## config.mk

```make
export PLATFORM = sky130hd
export DESIGN_NAME = pc_trap_sequencer
export DESIGN_NICKNAME = d
export VERILOG_FILES = /design/src/rtl/ctrl_pkg.sv /design/src/rtl/irq_latch.sv /design/src/rtl/pc_trap_sequencer.sv
export SDC_FILE = /design/constraint.sdc
export NUM_CORES = 1
export LEC_CHECK = 0
export ABC_AREA = 1
export CORE_MARGIN = 2
export CORE_UTILIZATION = 50
export CTS_BUF_LIST = sky130_fd_sc_hd__clkbuf_4
export CTS_CLUSTER_SIZE = 28
export DETAILED_ROUTE_END_ITERATION = 16
export DONT_BUFFER_PORTS = 1
export SLEW_MARGIN = 30
export SYNTH_ARGS = -nofsm -noshare
export SYNTH_HDL_FRONTEND = slang
export SYNTH_SLANG_ARGS = --single-unit
export TNS_END_PERCENT = 5
```

## constraint.sdc

```tcl
create_clock -name clock -period 1.8 [get_ports clock]
set_input_delay 0.45 -clock clock [delete_from_list [all_inputs] [get_ports clock]]
set_output_delay 0.45 -clock clock [all_outputs]
set_load 0.01 [all_outputs]
```

## src/rtl/ctrl_pkg.sv

```systemverilog
// Shared control definitions for the PC/trap sequencer: FSM state encoding
// and the default sequential step and trap-vector constants.
package ctrl_pkg;

  typedef enum logic [0:0] {
    RUN   = 1'b0,
    STALL = 1'b1
  } seq_state_t;

  localparam int DEF_STEP     = 4;
  localparam int DEF_TRAP_VEC = 'hF0;

endpackage

```

## src/rtl/irq_latch.sv

```systemverilog
// Interrupt pending latch: a rising edge of the request sets a sticky
// pending bit that is held until the sequencer enters the trap.
module irq_latch (
  input  logic clock,
  input  logic reset,
  input  logic interrupt,
  input  logic clear,
  output logic pending
);

  logic interrupt_d;

  // Edge-detect the raw request and hold it until trap entry clears it.
  always_ff @(posedge clock or negedge reset) begin
    if (!reset) begin
      interrupt_d <= 1'b0;
      pending     <= 1'b0;
    end else begin
      interrupt_d <= interrupt;
      pending     <= (interrupt & ~interrupt_d) | (pending & ~clear);
    end
  end

endmodule

```

## src/rtl/pc_trap_sequencer.sv

```systemverilog
// PC sequencer with single-level trap entry/return, jump-and-link, branch,
// busy stall and a saturating stall counter.
// Optional build macro IRQ_PENDING_LATCH_EN: interrupt edges are latched as
// a pending request instead of being level-sampled.
//
// state | meaning
// RUN   | fetching, PC advances or redirects every cycle
// STALL | memory busy, PC and trap/link status frozen
module pc_trap_sequencer
  import ctrl_pkg::*;
#(
  parameter int               NBITS    = 8,
  parameter int               STEP     = DEF_STEP,
  parameter logic [NBITS-1:0] TRAP_VEC = NBITS'(DEF_TRAP_VEC),
  parameter int               CNT_BITS = 16
) (
  input  logic                clock,
  input  logic                reset,
  input  logic                busy,
  input  logic                interrupt,
  input  logic                branch,
  input  logic                jump,
  input  logic                sret,
  input  logic [NBITS-1:0]    target,
  output logic [NBITS-1:0]    pc,
  output logic [NBITS-1:0]    pc_next,
  output logic [NBITS-1:0]    pclink,
  output logic                link,
  output logic [NBITS-1:0]    sepc,
  output logic                in_trap,
  output logic                int_ack,
  output logic [CNT_BITS-1:0] stall_cnt
);

  seq_state_t       state;
  logic             irq_req;
  logic             take_trap;
  logic             take_sret;
  logic [NBITS-1:0] pc_seq;

  assign pc_seq = pc + NBITS'(STEP);

`ifdef IRQ_PENDING_LATCH_EN
  irq_latch u_irq_latch (
    .clock     (clock),
    .reset     (reset),
    .interrupt (interrupt),
    .clear     (take_trap),
    .pending   (irq_req)
  );
`else
  assign irq_req = interrupt;
`endif

  // Redirect decode: trap beats sret beats jump beats branch; nothing while busy.
  always_comb begin
    take_trap = !busy && irq_req && !in_trap;
    take_sret = !busy && !take_trap && sret && in_trap;
    pc_next   = pc_seq;
    if (!reset)              pc_next = '0;
    else if (busy)           pc_next = pc;
    else if (take_trap)      pc_next = TRAP_VEC;
    else if (take_sret)      pc_next = sepc;
    else if (jump || branch) pc_next = target;
  end

  // Run/stall FSM plus PC, trap status, link and stall counter registers.
  always_ff @(posedge clock or negedge reset) begin
    if (!reset) begin
      state     <= RUN;
      pc        <= '0;
      sepc      <= '0;
      pclink    <= '0;
      link      <= 1'b0;
      in_trap   <= 1'b0;
      int_ack   <= 1'b0;
      stall_cnt <= '0;
    end else begin
      pc <= pc_next;
      case (state)
        RUN:   if (busy)  state <= STALL;
        STALL: if (!busy) state <= RUN;
      endcase
      if (busy) begin
        if (stall_cnt != '1) stall_cnt <= stall_cnt + CNT_BITS'(1);
      end else begin
        int_ack <= take_trap;
        link    <= !take_trap && !take_sret && jump;
        pclink  <= pc_seq;
        if (take_trap) begin
          sepc    <= pc_seq;
          in_trap <= 1'b1;
        end else if (take_sret) begin
          in_trap <= 1'b0;
        end
      end
    end
  end

endmodule

```

== Word level (Yosys, flattened, before mapping) ==
Cells that the tools add are included.
Widths: inputs -> output; s select.
Operators by class
  bitwise logic cells: 1
  reduce and logical (&&, ||, !) cells: 16
  add/sub/neg operators: 2
  muxes and demuxes: 7
  equality and inequality tests: 1
Operator list (number)
  $mux 8: 5
  $add 16x1->16 const B: 1
  $ne 16x16->1 const B: 1
  $add 8x3->8 const B: 1
  $logic_and 1x1->1: 7
  $reduce_and 2->1: 3
  $logic_not 1->1: 4
  $mux 1: 2
  $reduce_bool 2->1: 1
  $logic_or 1x1->1: 1
  $not 1->1: 1
Word-level totals
  input bits: 15
  flip-flop bits (word level): 43
  logic and storage cells: 34

== Longest topological paths before layout ==
  depth after elaboration: 11
  mapped depth: 9

== Worst setup path after synthesis ==
OpenSTA, ideal clock, no wires.
  path type: input port to output port
  start point: input busy
  end point: output pc_next[2]
  path slack: 34 ps
  path buffers: 1
  arrival time: 1316 ps
  required time: 1350 ps
  cell stages on the path: 6
  cell sequence: buf_4 -> inv_2 -> nand3_2 -> nand2_1 -> or2_1 -> a21oi_1
On the way
  cells in the longest elaborated chain, start to end: 11
Ends and longest elaborated chain
  start, declared: line pc_trap_sequencer.sv:19  | input logic busy,
  $logic_not 1->1
  $logic_and 1x1->1 (2 in series): line pc_trap_sequencer.sv:57  | take_trap = !busy && irq_req && !in_trap;
  $logic_not 1->1: line pc_trap_sequencer.sv:58  | take_sret = !busy && !take_trap && sret && in_trap;
  $logic_and 1x1->1 (3 in series): line pc_trap_sequencer.sv:58
  $mux 8: line pc_trap_sequencer.sv:63  | else if (take_sret) pc_next = sepc;
  $mux 8: line pc_trap_sequencer.sv:62  | else if (take_trap) pc_next = TRAP_VEC;
  $mux 8 (*): line pc_trap_sequencer.sv:61  | else if (busy) pc_next = pc;
  $mux 8 (*): line pc_trap_sequencer.sv:60  | if (!reset) pc_next = '0;
  end, declared: line pc_trap_sequencer.sv:26  | output logic [NBITS-1:0] pc_next,
Mark *: on every way between the ends. The rest lies on a longest branch, timed or not.

== Worst setup path in the final report ==
  start point: register pc[3]
  end point: output pc_next[6]
On the way
  cells in the longest elaborated chain, start to end: 6
Ends and longest elaborated chain
  start, declared: line pc_trap_sequencer.sv:25  | output logic [NBITS-1:0] pc,
  start signal, assigned: line pc_trap_sequencer.sv:79  | pc <= pc_next;
  $add 8x3->8: line pc_trap_sequencer.sv:41  | assign pc_seq = pc + NBITS'(STEP);
  $mux 8: line pc_trap_sequencer.sv:64  | else if (jump || branch) pc_next = target;
  $mux 8: line pc_trap_sequencer.sv:63
  $mux 8: line pc_trap_sequencer.sv:62
  $mux 8: line pc_trap_sequencer.sv:61
  $mux 8: line pc_trap_sequencer.sv:60
Every way passes these cells.

==> out/metrics.cfg <==
[clock_tree]
clock-sinks = 43
cts_tree = yes
path_clk_slew_ns = 0.13
clockBufferDepth = 2
numCtsBuffers = 5
cts_root_buf = clkbuf_4
clk_latency_ns = 0.35
h-tree-depth = 2

[yosys]
syn_nets = 326
synth_cell_types = 29
synth_area_sq_mm = 0.002322
syn_inst = 309
avgSynthCellArea_sq_um = 7.515
yosysTopAreaCellShare_pct = 46.34
synth_area_leader_cell = dfrtp_1
synth_area_leaders = dfrtp_1 (46%), nand2_1 (19%), o21ai_0 (5.6%)
ys_seq_area_share_pct = 46.34
ys_seq_elements = 43
yosysWarnings = 0

[place]
dpl_worst_slack_ns = -0.002545
place_hpwl_mm = 4.153
io_buffer_count = 0
place.gp.congestion = 0.8433

[cells_and_area]
fin_nets = 369
nFillCells = 385
layout-drive-gt1-share_pct = 26.06
layout_common_cells = nand2_1 (113), dfrtp_1 (40), buf_4 (37)
insertedDiodeCount = 0
post-route-util_pct = 65.59
register_area_sq_mm = 0.001080
multiInputGateArea_sq_mm = 0.001207
area_growth_pct = 24.68
layout_commonest_cell = nand2_1

[critical_path]
r2r_start = stall_cnt[5]
cp_data_arrival_time_ns = 1.61
crit_top_cell = nand2_1
cp_slowest_cell = dfrtp_1
worstSetupPathType = flip-flop to output pin
crit_start = pc[3]
slowest_delay_ns = 0.38
crit_path_max_fanout = 2
path_cells = buf_6 > ha_4 > nand3_2 > xor2_2 > nand2_1 > nand2_1 > a21oi_2
required_ns = 1.35
critPathLaunchType = flip-flop
end_kind = output pin

[timing]
layout_setup_ws_ns = -0.2613
finalHoldViolations = 0
worst_slew_margin_rel_pct = 73.82
finalSetupViolations = 8
worst_pin_slew_ns = 0.3918
finalClockSkew_ns = 0.007412
maxSlewViolCount = 0
rsz0062_at_grt = yes
fin_crit_sh_pct = 114.5
fin_crit_ns = 2.061
max_freq_mhz = 485.1

[detailed_routing]
drtIter0Drc = 100
first_pass_iters = 4
wl_per_cell_um = 15.00
vias = 2129
drtAntennaViolNets = 0
viasPerCell = 5.257
drcViolationCount = 0
wl_mm = 6.073

[status]
violations = setup timing
outcome = complete, but fails checks

[grt]
grt_max_degree = 44
overflow = 0
antenna_found_initial = 0
grtUsageTotal_pct = 24.54
grt_pass1_vias = 2042
grt_first_pass_wirelength_mm = 9.832

[run]
drv_cap = 0

[floorplanning]
io_pins = 66
rows = 24
die_width_um = 72.15
die_h_um = 72.15
dieArea_sq_mm = 0.005206
fp.coreArea_sq_mm = 0.004414
start_util_pct = 52.61

[power]
ir_worst_vdd_v = 0.0006936
leakage_nw = 1.394
fin_total_pwr_mw = 2.831
cellPowerDensity_mw_per_mm2 = 977.6

[min_path]
hold_path.class = primary input to flip-flop
hp-start = busy

-- worst max-delay path, delay by kind of cell, from the launching register on --
| kind | cells | cell delay, ns |
|---|---|---|
| and+or+nand+nor | 3 | 0.24 |
| buffers and inverters | 1 | 0.10 |
| adders and majority gates | 1 | 0.14 |
| AOI/OAI and AO/OA | 1 | 0.22 |
| xor gates and xnor gates | 1 | 0.18 |
| DFF | 1 | 0.38 |
-- report_power, final --
group | switching, mW | internal (mW)
sequential | 0.321 | 1.17
clock | 0.310 | 0.144
combinational | 0.482 | 0.400
total | 1.11 | 1.72
-- final timing paths --
check,endpoint,slack (ns),cells past startpoint
worst max register to register,stall_cnt[2],0.23,5
worst min-delay path,pclink[2],0.17,1
worst max-delay path,pc_next[6],-0.26,7
min in group asynchronous,pc[5],0.64,2
worst min register to register,pclink[4],0.55,2
max in group asynchronous,pc[4],0.96,2
-- state kept, by name, summed over array words and instances, names as in the netlist --
register,count
in_trap,1
int_ack,1
link,1
pc,8
pclink,8
sepc,8
stall_cnt,16
-- per-stage QoR --
stage	instances	instance area [sq um]	setup TNS, ns	hold slack [ns]
5_1_grt	405	2895	-2.559	0.1755
2_1_floorplan	309	2322	0	0.1544
3_3_place_gp	388	2595	0	0.1553
4_1_cts	403	2780	-1.541	0.1659
6_report	405	2895	-1.703	0.1729
3_5_place_dp	388	2595	-0.002545	0.1554
-- what timing repair did --
action / CTS / global route
resized for setup: 16 / 27
hold endpoints to repair: 43 / 0
pin swaps: 3 / 13
setup buffers: 5 / 2
setup endpoints to repair: 8 / 21
hold buffers: 2 / 0
-- logic make-up (layout without fill, tap and decap cells) --
kind of cell               count (synthesis)  after routing  share of synthesized area, %
DFF                                       43             43                         46.34
adders and majority gates                  2              2                         1.077
and+or+nand+nor                          172            172                         30.87
buffers and inverters                     37             81                         7.220
xor gates and xnor gates                  10             10                         3.771
AOI/OAI and AO/OA                         45             45                         10.72
-- area by class of cell --
cell class,count,area share [%]
clock buffers,5,1.296
clock inverters,3,0.5186
inverters,28,3.716
multi-input cells,229,41.70
flip-flops and latches,43,37.29
well taps,52,2.247
repair buffers,45,13.22
-- per-layer routing --
metal	GRT usage, %	share of wire [%]	up-vias
li1	-	-	1058
met1	33.57	45	978
met2	38.74	47	73
met3	5.556	6.1	20
met4	7.966	2.5	0
met5	0	0	-
-- cell usage after synthesis --
master / number
buf_2: 2
a31oi_1: 3
inv_1: 27
dfrtp_1: 43
clkbuf_1: 2
nand2_1: 117
nor2_1: 27
xnor2_1: 5
a21oi_1: 11
o21ai_4: 1
ha_1: 2
inv_2: 1
nor3_1: 1
nand4_1: 5
buf_6: 2
o21ai_2: 1
nand2_4: 1
nand3_1: 12
buf_4: 3
nor2_2: 4
o21bai_1: 1
or2_1: 1
a21boi_1: 1
nor2_4: 1
nand2_2: 1
o21ai_0: 26
nand3_2: 2
o21ai_1: 1
xor2_1: 5
Note: power is estimated with default switching activity, not from simulation.
